==> src/rtl/mem_arbiter.sv <==
`default_nettype none
// ============================================================================
//  Module      : mem_arbiter
//  Description : Two-master to one-slave memory arbiter. A winning master's
//                command is latched onto the slave port and held stable
//                until the slave completes or the transaction times out.
//                After completion the arbiter waits for the winning master
//                to drop its request before it arbitrates again. Ties go to
//                the master that was not granted last.
//  Ports       : i_clk, i_reset            - clock, sync active-high reset
//                mN_exec/we/sel/addr/wdata - master N request (N = 0,1)
//                mN_busy/fin/rdata         - master N status and response
//                s_exec/we/sel/addr/wdata  - slave request
//                s_busy/fin/rdata          - slave status and response
//                o_grant                   - current or last owner of slave
//                o_err                     - one-cycle timeout abort pulse
//  Revision    : 1.0 - initial release
// ============================================================================
module mem_arbiter #(
    parameter int TIMEOUT_CYCLES = 1024
) (
    input  logic        i_clk,
    input  logic        i_reset,

    input  logic        m0_exec,
    input  logic        m0_we,
    input  logic [2:0]  m0_sel,
    input  logic [31:0] m0_addr,
    input  logic [31:0] m0_wdata,
    output logic        m0_busy,
    output logic        m0_fin,
    output logic [31:0] m0_rdata,

    input  logic        m1_exec,
    input  logic        m1_we,
    input  logic [2:0]  m1_sel,
    input  logic [31:0] m1_addr,
    input  logic [31:0] m1_wdata,
    output logic        m1_busy,
    output logic        m1_fin,
    output logic [31:0] m1_rdata,

    output logic        s_exec,
    output logic        s_we,
    output logic [2:0]  s_sel,
    output logic [31:0] s_addr,
    output logic [31:0] s_wdata,
    input  logic        s_busy,
    input  logic        s_fin,
    input  logic [31:0] s_rdata,

    output logic        o_grant,
    output logic        o_err
);

    // Counter only has to reach TIMEOUT_CYCLES-1.
    localparam int c_cnt_w = (TIMEOUT_CYCLES > 1) ? $clog2(TIMEOUT_CYCLES) : 1;
    localparam logic [c_cnt_w-1:0] c_cnt_last = c_cnt_w'(TIMEOUT_CYCLES - 1);

    typedef enum logic [1:0] {
        S_IDLE    = 2'd0,
        S_WAIT    = 2'd1,
        S_RELEASE = 2'd2
    } state_t;

    state_t             r_state;
    logic [c_cnt_w-1:0] r_count;
    logic               r_last_grant;

    logic               w_any_req;
    logic               w_winner;
    logic               w_owner_exec;
    logic               w_done;
    logic               w_timeout;
    logic [31:0]        w_done_data;

    assign w_any_req    = m0_exec | m1_exec;
    // Sole requester wins; on a tie the master not served last wins.
    assign w_winner     = (m0_exec & m1_exec) ? ~r_last_grant : m1_exec;
    assign w_owner_exec = o_grant ? m1_exec : m0_exec;

    // A slave completion on the timeout cycle wins over the abort.
    assign w_timeout    = (r_count == c_cnt_last) && !s_fin;
    assign w_done       = s_fin || (r_count == c_cnt_last);
    assign w_done_data  = s_fin ? s_rdata : 32'd0;

    assign m0_busy = (r_state != S_IDLE) || s_busy;
    assign m1_busy = (r_state != S_IDLE) || s_busy;

    always_ff @(posedge i_clk) begin
        if (i_reset) begin
            r_state      <= S_IDLE;
            r_count      <= '0;
            r_last_grant <= 1'b1;
            s_exec       <= 1'b0;
            s_we         <= 1'b0;
            s_sel        <= 3'b010;
            s_addr       <= 32'd0;
            s_wdata      <= 32'd0;
            m0_fin       <= 1'b0;
            m1_fin       <= 1'b0;
            m0_rdata     <= 32'd0;
            m1_rdata     <= 32'd0;
            o_err        <= 1'b0;
            o_grant      <= 1'b0;
        end else begin
            // Completion and error outputs are single-cycle pulses.
            m0_fin <= 1'b0;
            m1_fin <= 1'b0;
            o_err  <= 1'b0;

            case (r_state)
                S_IDLE: begin
                    if (w_any_req && !s_busy) begin
                        o_grant <= w_winner;
                        if (w_winner) begin
                            s_we    <= m1_we;
                            s_sel   <= m1_sel;
                            s_addr  <= m1_addr;
                            s_wdata <= m1_wdata;
                        end else begin
                            s_we    <= m0_we;
                            s_sel   <= m0_sel;
                            s_addr  <= m0_addr;
                            s_wdata <= m0_wdata;
                        end
                        s_exec  <= 1'b1;
                        r_count <= '0;
                        r_state <= S_WAIT;
                    end
                end

                S_WAIT: begin
                    if (w_done) begin
                        s_exec       <= 1'b0;
                        o_err        <= w_timeout;
                        r_last_grant <= o_grant;
                        r_state      <= S_RELEASE;
                        if (o_grant) begin
                            m1_fin   <= 1'b1;
                            m1_rdata <= w_done_data;
                        end else begin
                            m0_fin   <= 1'b1;
                            m0_rdata <= w_done_data;
                        end
                    end else begin
                        r_count <= r_count + 1'b1;
                    end
                end

                S_RELEASE: begin
                    // The other master's request is left pending here.
                    if (!w_owner_exec) begin
                        r_state <= S_IDLE;
                    end
                end

                default: begin
                    r_state <= S_IDLE;
                end
            endcase
        end
    end

endmodule
`default_nettype wire

==> config.mk <==
export PLATFORM = sky130hd
export DESIGN_NAME = mem_arbiter
export DESIGN_NICKNAME = d
export VERILOG_FILES = /design/src/rtl/mem_arbiter.sv
export SDC_FILE = /design/constraint.sdc
export NUM_CORES = 1
export LEC_CHECK = 0
export BUFFER_PORTS_ARGS = -buffer_cell sky130_fd_sc_hd__clkbuf_2
export CAP_MARGIN = 30
export CORE_AREA = 4 4 148 150
export DETAILED_ROUTE_END_ITERATION = 7
export DIE_AREA = 0 0 152 154
export GPL_TIMING_DRIVEN = 0
export PLACE_DENSITY = 0.68
export SLEW_MARGIN = 25
export SYNTH_ARGS = -nofsm -noshare
export SYNTH_HDL_FRONTEND = slang
export SYNTH_SLANG_ARGS = --single-unit
==> constraint.sdc <==
create_clock -name i_clk -period 2.3 [get_ports i_clk]
set_clock_uncertainty 0.2 [all_clocks]
set_input_delay 0.575 -clock i_clk [delete_from_list [all_inputs] [get_ports i_clk]]
set_output_delay 0.575 -clock i_clk [all_outputs]
set_load 0.005 [all_outputs]
Yosys cells after proc, flatten, opt, wreduce, memory -nomap -nowiden
Index checks and enable logic that the tools add are counted.

Register bits: 150. Output and inout bits: 139. Logic and storage cells: 64. Bits of input ports: 174.

Add/sub/neg operators: 1. Multiplexer cells: 19. Reductions and logical operators: 17. Bitwise operators: 6. Equal/unequal tests: 7.

Operators by type and width (number): 32-bit 2-to-1 mux (3); 10-bit 2-to-1 mux (2); 10-bit one-hot mux with 2 select lines (1); 3-bit AND reduction (5); 10-bit by 1-bit adder with 10-bit output (second input constant) (1); 10-bit == test (second input constant) (1); 2-bit != test (second input constant) (4); 1-bit 2-to-1 mux (7); 2-bit 2-to-1 mux (3); 2-bit one-hot mux with 3 select lines (1); 1-bit NOT (4); 2-bit AND reduction (2); 2-bit nonzero test (2); 3-bit 2-to-1 mux (1); 3-bit OR reduction (1); 2-bit by 1-bit == test with 1-bit output (second input constant) (1); 2-bit == test (second input constant) (1); 1-bit logical AND (2); 1-bit zero test (2); 2-bit zero test (1); 1-bit logical OR (2); 1-bit one-hot mux with 2 select lines (1); 1-bit AND (1); 1-bit OR (1).

Logic depth before layout (Yosys ltp)
Gate-level depths: netlist (run 1).

Word-level depth: 4. Depth in mapped cells: 7. Mapped depth without buffers: 5.

Least setup slack after synthesis (run 1)
No wires, ideal clock.

Path kind: reg2reg. From: reg r_count[0]. To: reg m1_rdata[10]. Cell stages (with the launch flop): 8. Clock period less this slack: 2.024 ns. Data required time: 2.039 ns. Slack: 0.276 ns. Path buffers: 2. Data arrival time: 1.763 ns. Cells stage by stage: dfxtp_1 -> ha_1 -> and3_1 -> buf_4 -> a31o_2 -> a31oi_1 -> buf_2 -> a32o_1.

Longest elaborated chain between the ends: 3.

Ends and longest elaborated chain: from (decl) (RTL line 67) `logic [c_cnt_w-1:0] r_count;`; from (signal assigned) (RTL line 147) `r_count <= r_count + 1'b1;`; 10-bit == test (RTL line 84) `assign w_done = s_fin || (r_count == c_cnt_last);`; 1-bit logical OR (RTL line 84); 3-bit AND reduction (no source line); to (signal assigned) (RTL line 141) `m1_rdata <= w_done_data;`; to (decl) (RTL line 41) `output logic [31:0] m1_rdata,`.

Every way passes these cells. A chain may end at the register's enable or synchronous reset.

Worst setup path in the final report (run 1)
From: reg r_count[0]. To: reg m1_rdata[15].

The elaborated chain is that of the path after synthesis.

==> results.toml, run 1 <==
[global_routing]
grt_start_max_net_pins = 20
antenna_found_initial = 0
grt_pass1_wl_mm = 32.9
grt_pass1_vias = 5928
grt_overflow = 0
grt.total_usage_pct = 17.6

[yosys]
yosysWarnings = 0
async_flop_share_pct = 0
synth_top_area_cell = "dfxtp_1"
synth_common_cells = "dfxtp_1, nor2_1, mux2i_1"
synthAdderAreaFrac_pct = 0.204
syn_area_um2 = 6120
syn_inst = 636
seq_area_frac_synth_pct = 49.1
ys.flop_type = "dfxtp_1"
synthSimpleGateAreaFrac_pct = 11.0
postSynthAreaPerCell_um2 = 9.62
synth_edf_count = 0
synth_most_common_cell = "dfxtp_1"
synthXorXnorAreaFrac_pct = 0
synthTopCellsByArea = "dfxtp_1, mux2i_1, a211oi_1"
yosysTopAreaCellShare_pct = 49.1
synth_compound_area_share_pct = 22.9
synth_nets = 811
synth_top_family_by_area = "compound AO/OA/AOI/OAI gates"
synth_seq_cells = 150
synthMuxAreaShare_pct = 11.4
yosys.cell_types.count = 38

[cts]
clk_pin_slew_ps = 70
cts_tree = "yes"
root_buffer = "clkbuf_16"
hold_buffers = 0
cts.htree.levels = 4
clock_path_buffers = 2
clk_latency_ps = 420
numCtsBuffers = 17
clkSinkCount = 150

[die]
io_pins = 313
die_area_um2 = 23400
row_count = 53
core_area_um2 = 20700
start_util_pct = 29.6
die_w_um = 152
die_h_um = 154

[placement]
place_congestion = 0.814
place_hpwl_mm = 16.9
portBuffers = 310
pre_cts_ws_ps = -586
place_area_um2 = 8020

[sta]
tightest_slew_ps = 604
slew_viol_final = 0
finalSetupViolations = 0
rsz0062_at_grt = "no"
finalCriticalPeriod_ps = 2200
fmax_ghz = 0.455
worst_slack_ps = 101
finalSetupTns_ps = 0
timing_hold_violations_final = 0
max_slew_margin_pct = 59.7
fin_crit_sh_pct = 95.6

[detailed_routing]
num_vias = 6178
vias_per_cell = 4.91
drt_iter0_drc = 303
firstDrtPassIters = 5
wl_mm = 21.3
final_antenna_net_count = 0
drcViolationCount = 0
wl_per_cell_um = 17.0

[layout]
nNetsFinal = 1144
drive_gt1_share_pct = 40.3
multi_input_area_um2 = 2820
seq_area_um2 = 3000
antenna_cells = 0
fill_cells = 2080
area_growth_pct = 42.3
fin_area_um2 = 8710

[critical_path]
r2r_end = "m1_rdata[15]$_SDFFE_PP0P_"
critical_path_arrival_ps = 2370
path_max_fanout = 10
worst_ep_required_time_ps = 2470
worstSetupPathType = "flip-flop to flip-flop"
crit_path_end_kind = "flip-flop"
rr_startpoint = "r_count[0]$_SDFFE_PP0P_"
reg2regPathDepth = 7
cp-start-kind = "flip-flop"
rrSetupSlack_ps = 100

[power_and_ir_drop]
power_frac_seq_pct = 43.0
combPwrFrac_pct = 14.3
switching_share_pct = 29.4
p_leak_nw = 3.81
switchingPower_w = 0.00192
power_w = 0.00654
p_int_w = 0.00462
clock_power_share_pct = 42.6
ir_drop_mv = 0.438
p_per_area_nw_per_um2 = 751

[worst_hold_path]
min_from = "s_rdata[30]"
hold_path_depth = 3
min_to = "m0_rdata[30]$_SDFFE_PP0P_"
hold_path_class = "primary input to flip-flop"

[run_status]
status = "completed"

[flow_run]
cap_violations = 0
## layer usage
layer  global-route usage [%]  vias to the layer above  part of all wire, %
met1                     21.6                     2839                   42
met4                     5.31                        0                  1.7
met5                        0                        -                    0
met2                     30.5                      273                   50
li1                         -                     3045                    -
met3                     4.33                       21                  6.7
## logic make-up after synthesis
kind of cell,count (synthesis)
AO/OA/AOI/OAI,201
flip-flops,150
AND/OR/NAND/NOR,144
buffers and inverters,70
multiplexers,70
adder cells (fa/ha/maj),1
## critical path: stages, from the launching register on
cell and delay [ps]:
dfxtp_1 370, ha_1 250, and3_1 180, buf_4 170, a31o_2 240, a31oi_4 310
buf_2 280, a32o_1 160
## how the worst max path moves through the flow
stage	from	end	slack (ps)	cells past startpoint
finish	r_count[0]$_SDFFE_PP0P_	m1_rdata[15]$_SDFFE_PP0P_	100	7
CTS	r_count[0]$_SDFFE_PP0P_	m0_rdata[10]$_SDFFE_PP0P_	10	7
global placement	m1_exec	s_sel[0]$_SDFFE_PP0P_	-570	7
global route	r_count[0]$_SDFFE_PP0P_	m1_rdata[26]$_SDFFE_PP0P_	6	7
floorplan	r_count[0]$_SDFFE_PP0P_	m1_rdata[10]$_SDFFE_PP0P_	280	7
detailed placement	m1_exec	s_sel[0]$_SDFFE_PP0P_	-590	7
## through the flow
step           hold slack [ps]  cells  utilization [%]
3_5_place_dp               251   1221             38.7
2_1_floorplan              237    636                -
4_1_cts                    194   1254             41.8
6_report                   208   1257             42.1
3_3_place_gp               246   1221             38.7
5_1_grt                    209   1257             42.1
## layout by cell type (no fill, tap or decap), types with 2 or more instances in the layout
cell type and instances:
and2_1 3, clkbuf_16 17, nor4_1 2, nand2_1 5, inv_8 4, or2_2 2
nor2_1 71, a211oi_1 68, nor3b_1 2, clkbuf_2 320, clkinv_4 2, clkbuf_1 27
nor3_1 4, buf_4 9, a31oi_4 2, inv_6 3, a32o_1 32, mux2i_1 70
buf_6 4, clkinv_8 5, inv_1 2, nand4_1 3, nand3_1 42, dfxtp_1 150
a21oi_1 46, a211o_1 3, a22oi_1 2, clkbuf_4 2, o21ai_0 39, nand2b_1 3
buf_2 19
## what timing repair did
item | in CTS | in global routing
resized for setup | 5 | 25
setup buffers | 2 | 3
pin swaps | 1 | 2
endpoints found under the setup margin | 84 | 72
## registers in the layout (all words and copies together) (netlist names), 2 cells and up
register	count
m0_rdata	32
m1_rdata	32
s_addr	32
s_wdata	32
r_count	10
s_sel	3
r_state	2
## power groups by stage
stage	Clock [W]	Sequential, W	Combinational (W)
finish	0.00279	0.00281	0.000938
global route	0.00297	0.00283	0.00104
floorplan	0	0.00288	0.000454
detailed placement	0	0.00287	0.000938
CTS	0.00285	0.00281	0.000943
global placement	0	0.00287	0.000931
## final cells by class
class | count | share of cell area (%)
buffer | 66 | 3.86
inverter | 3 | 0.129
tap | 275 | 3.95
clock buffer | 17 | 4.89
clock inverter | 15 | 2.04
timing repair buffer | 315 | 18.2
multi-input combinational | 416 | 32.4
sequential | 150 | 34.5
Note: power is estimated with default switching activity, not from simulation.
==> inputs of run 2 (changes only) <==
--- a/config.mk
+++ b/config.mk
@@ -8,10 +8,11 @@
 export BUFFER_PORTS_ARGS = -buffer_cell sky130_fd_sc_hd__clkbuf_2
 export CAP_MARGIN = 30
 export CORE_AREA = 4 4 148 150
+export CTS_BUF_LIST = sky130_fd_sc_hd__clkbuf_8 sky130_fd_sc_hd__clkbuf_16
 export DETAILED_ROUTE_END_ITERATION = 7
 export DIE_AREA = 0 0 152 154
 export GPL_TIMING_DRIVEN = 0
-export PLACE_DENSITY = 0.68
+export PLACE_DENSITY = 0.7
 export SLEW_MARGIN = 25
 export SYNTH_ARGS = -nofsm -noshare
 export SYNTH_HDL_FRONTEND = slang
==> constraint.sdc (replaced) <==
create_clock -name i_clk -period 1.8 [get_ports i_clk]
set_clock_uncertainty 0.2 [all_clocks]
set_input_delay 0.45 -clock i_clk [delete_from_list [all_inputs] [get_ports i_clk]]
set_output_delay 0.45 -clock i_clk [all_outputs]
set_load 0.005 [all_outputs]
==> run 2 against run 1 <==
The run now ends with setup timing left; via count is 6.2% higher; routed wire length is 14% higher; count of clock-buffer cells in the layout stayed put; register-to-register slack worse by 230 ps; cell count is 3.7% higher; setup slack worse by 260 ps; critical path type is now flip-flop to output pin; largest cell class is now multi-input combinational cells.
==> results.toml, run 2 (synthesis results as in run 1) <==
[run_status]
status = "finished, violations left"
violations = "setup timing"

[cts]
root_buffer = "clkbuf_16"
numCtsBuffers = 17
hold_buffers = 0
clk_latency_ps = 410
clkSinkCount = 150
cts.htree.levels = 4
clock_path_buffers = 2
clk_pin_slew_ps = 80
cts_tree = "yes"

[worst_hold_path]
hold_path_depth = 3
min_to = "m0_rdata[4]$_SDFFE_PP0P_"
hold_path_class = "primary input to flip-flop"
min_from = "s_rdata[4]"

[die]
die_h_um = 154
start_util_pct = 29.6
row_count = 53
io_pins = 313
die_area_um2 = 23400
die_w_um = 152
core_area_um2 = 20700

[detailed_routing]
routed.top_layer = "met4"
firstDrtPassIters = 5
vias_per_cell = 5.03
drcViolationCount = 0
num_vias = 6558
m1WireLength_mm = 9.95
final_antenna_net_count = 0
met2_wirelength_mm = 12.4
drt_iter0_drc = 312
met3RoutedLength_mm = 1.45
wl_per_cell_um = 18.6
wl_mm = 24.3

[global_routing]
grt_start_max_net_pins = 19
grt_pass1_vias = 6120
grt_pass1_wl_mm = 33.9
grt_overflow = 0
grt.total_usage_pct = 18.1
antenna_found_initial = 1

[sta]
worst_slack_ps = -162
fin_crit_sh_pct = 109
finalCriticalPeriod_ps = 1960
max_slew_margin_pct = 50.5
worst_hold_slack_ps = 95.5
fmax_ghz = 0.510
finalSetupViolations = 104
timing_hold_violations_final = 0
rsz0062_at_grt = "yes"
tightest_slew_ps = 743
slew_viol_final = 0

[critical_path]
path_buf_inv = 3
worstSetupPathType = "flip-flop to output pin"
path_max_fanout = 3
cp-start-kind = "flip-flop"
rr_startpoint = "r_state[0]$_SDFFE_PP0P_"
crit_path_end_kind = "output pin"
cp_top_family = "flip-flops"
rrSetupSlack_ps = -130
crit_slowest_cell = "dfxtp_4"
slowest_delay_ps = 350
critical_path_arrival_ps = 1310
r2r_end = "s_wdata[14]$_SDFFE_PP0P_"
crit_chain = "nor3_4, inv_2, buf_6, clkbuf_2"
reg2regPathDepth = 9
worst_ep_required_time_ps = 1150

[placement]
place_congestion = 0.856
place_hpwl_mm = 17.1
place_area_um2 = 8110
portBuffers = 310

[layout]
fin_area_um2 = 10300
utilization_pct = 49.7
drive_gt1_share_pct = 56.4
area_growth_pct = 68.0
mostFrequentLayoutCell = "clkbuf_2"
nNetsFinal = 1190
layout_common_cells = "clkbuf_2, dfxtp_1, mux2i_1"

[power_and_ir_drop]
p_leak_nw = 4.36
p_per_area_nw_per_um2 = 870
power_w = 0.00895
ir_drop_mv = 0.571

[flow_run]
cap_violations = 0
run 2: changes by cell type in the layout (fill, tap and decap cells not counted), moves of 10 or more:
cell,delta
clkbuf_1,-11
clkbuf_16,+14
buf_8,+19
buf_2,-15
nor2_1,-22
buf_6,+16
a211oi_2,+63
a211oi_1,-63
o21ai_0,-19
buf_4,+23
dfxtp_1,-10
o21ai_1,+14
nor2_2,+14
run 2: timing repair:
item | in CTS | in global routing
gates cloned | 2 | 16
setup endpoints to repair | 151 | 149
pin swaps | 14 | 55
setup buffers | 23 | 16
gates resized for setup | 105 | 196
run 2: cell type report:
cell class	instances	area, um2
flip-flops and latches	150	3030
repair buffers	366	2300
inverters	3	11.3
clock buffers	17	425
diodes	1	2.50
multi-input cells	416	3430
clock inverters	15	175
plain buffers	61	577
fillers	1899	10400
well taps	275	344
run 2: how the worst max path moves through the flow:
stage	start	to	slack [ps]	depth (start not counted)
after floorplan	r_count[1]$_SDFFE_PP0P_	m1_rdata[10]$_SDFFE_PP0P_	-80	7
after global placement	m1_exec	s_sel[0]$_SDFFE_PP0P_	-880	7
after detailed placement	m1_exec	s_sel[0]$_SDFFE_PP0P_	-900	7
after CTS	r_state[0]$_SDFFE_PP0P_	m1_busy	-220	4
after global routing	r_state[0]$_SDFFE_PP0P_	m1_busy	-260	4
final	r_state[0]$_SDFFE_PP0P_	m1_busy	-160	4
run 2: power breakdown:
part	leakage, nW	internal [W]	switching (W)
registers	1.23	0.00349	0.000122
clock network	0.290	0.00188	0.00168
logic	2.84	0.000879	0.000898
total	4.36	0.00625	0.00270
run 2: worst register-to-register path, stage by stage, from the launching register on:
cell,delay [ps]
dfxtp_4,350
nor3_4,250
buf_4,160
buf_6,90
and2_4,170
buf_8,140
buf_8,130
buf_6,100
clkbuf_16,140
a211oi_2,60
run 2: stage by stage:
stage / cells / worst slack [ps] / TNS (ps)
floorplan: 636 / -77.3 / -2720
global placement: 1221 / -878 / -77730
detailed placement: 1221 / -903 / -80580
CTS: 1276 / -220 / -4360
global route: 1304 / -258 / -17160
finish: 1304 / -162 / -7860
run 2: routing by layer:
metal  track usage, %  up-vias
met5                0        -
met4             5.95        0
met3             3.86       24
met2             32.3      299
met1             21.8     3105
li1                 -     3130
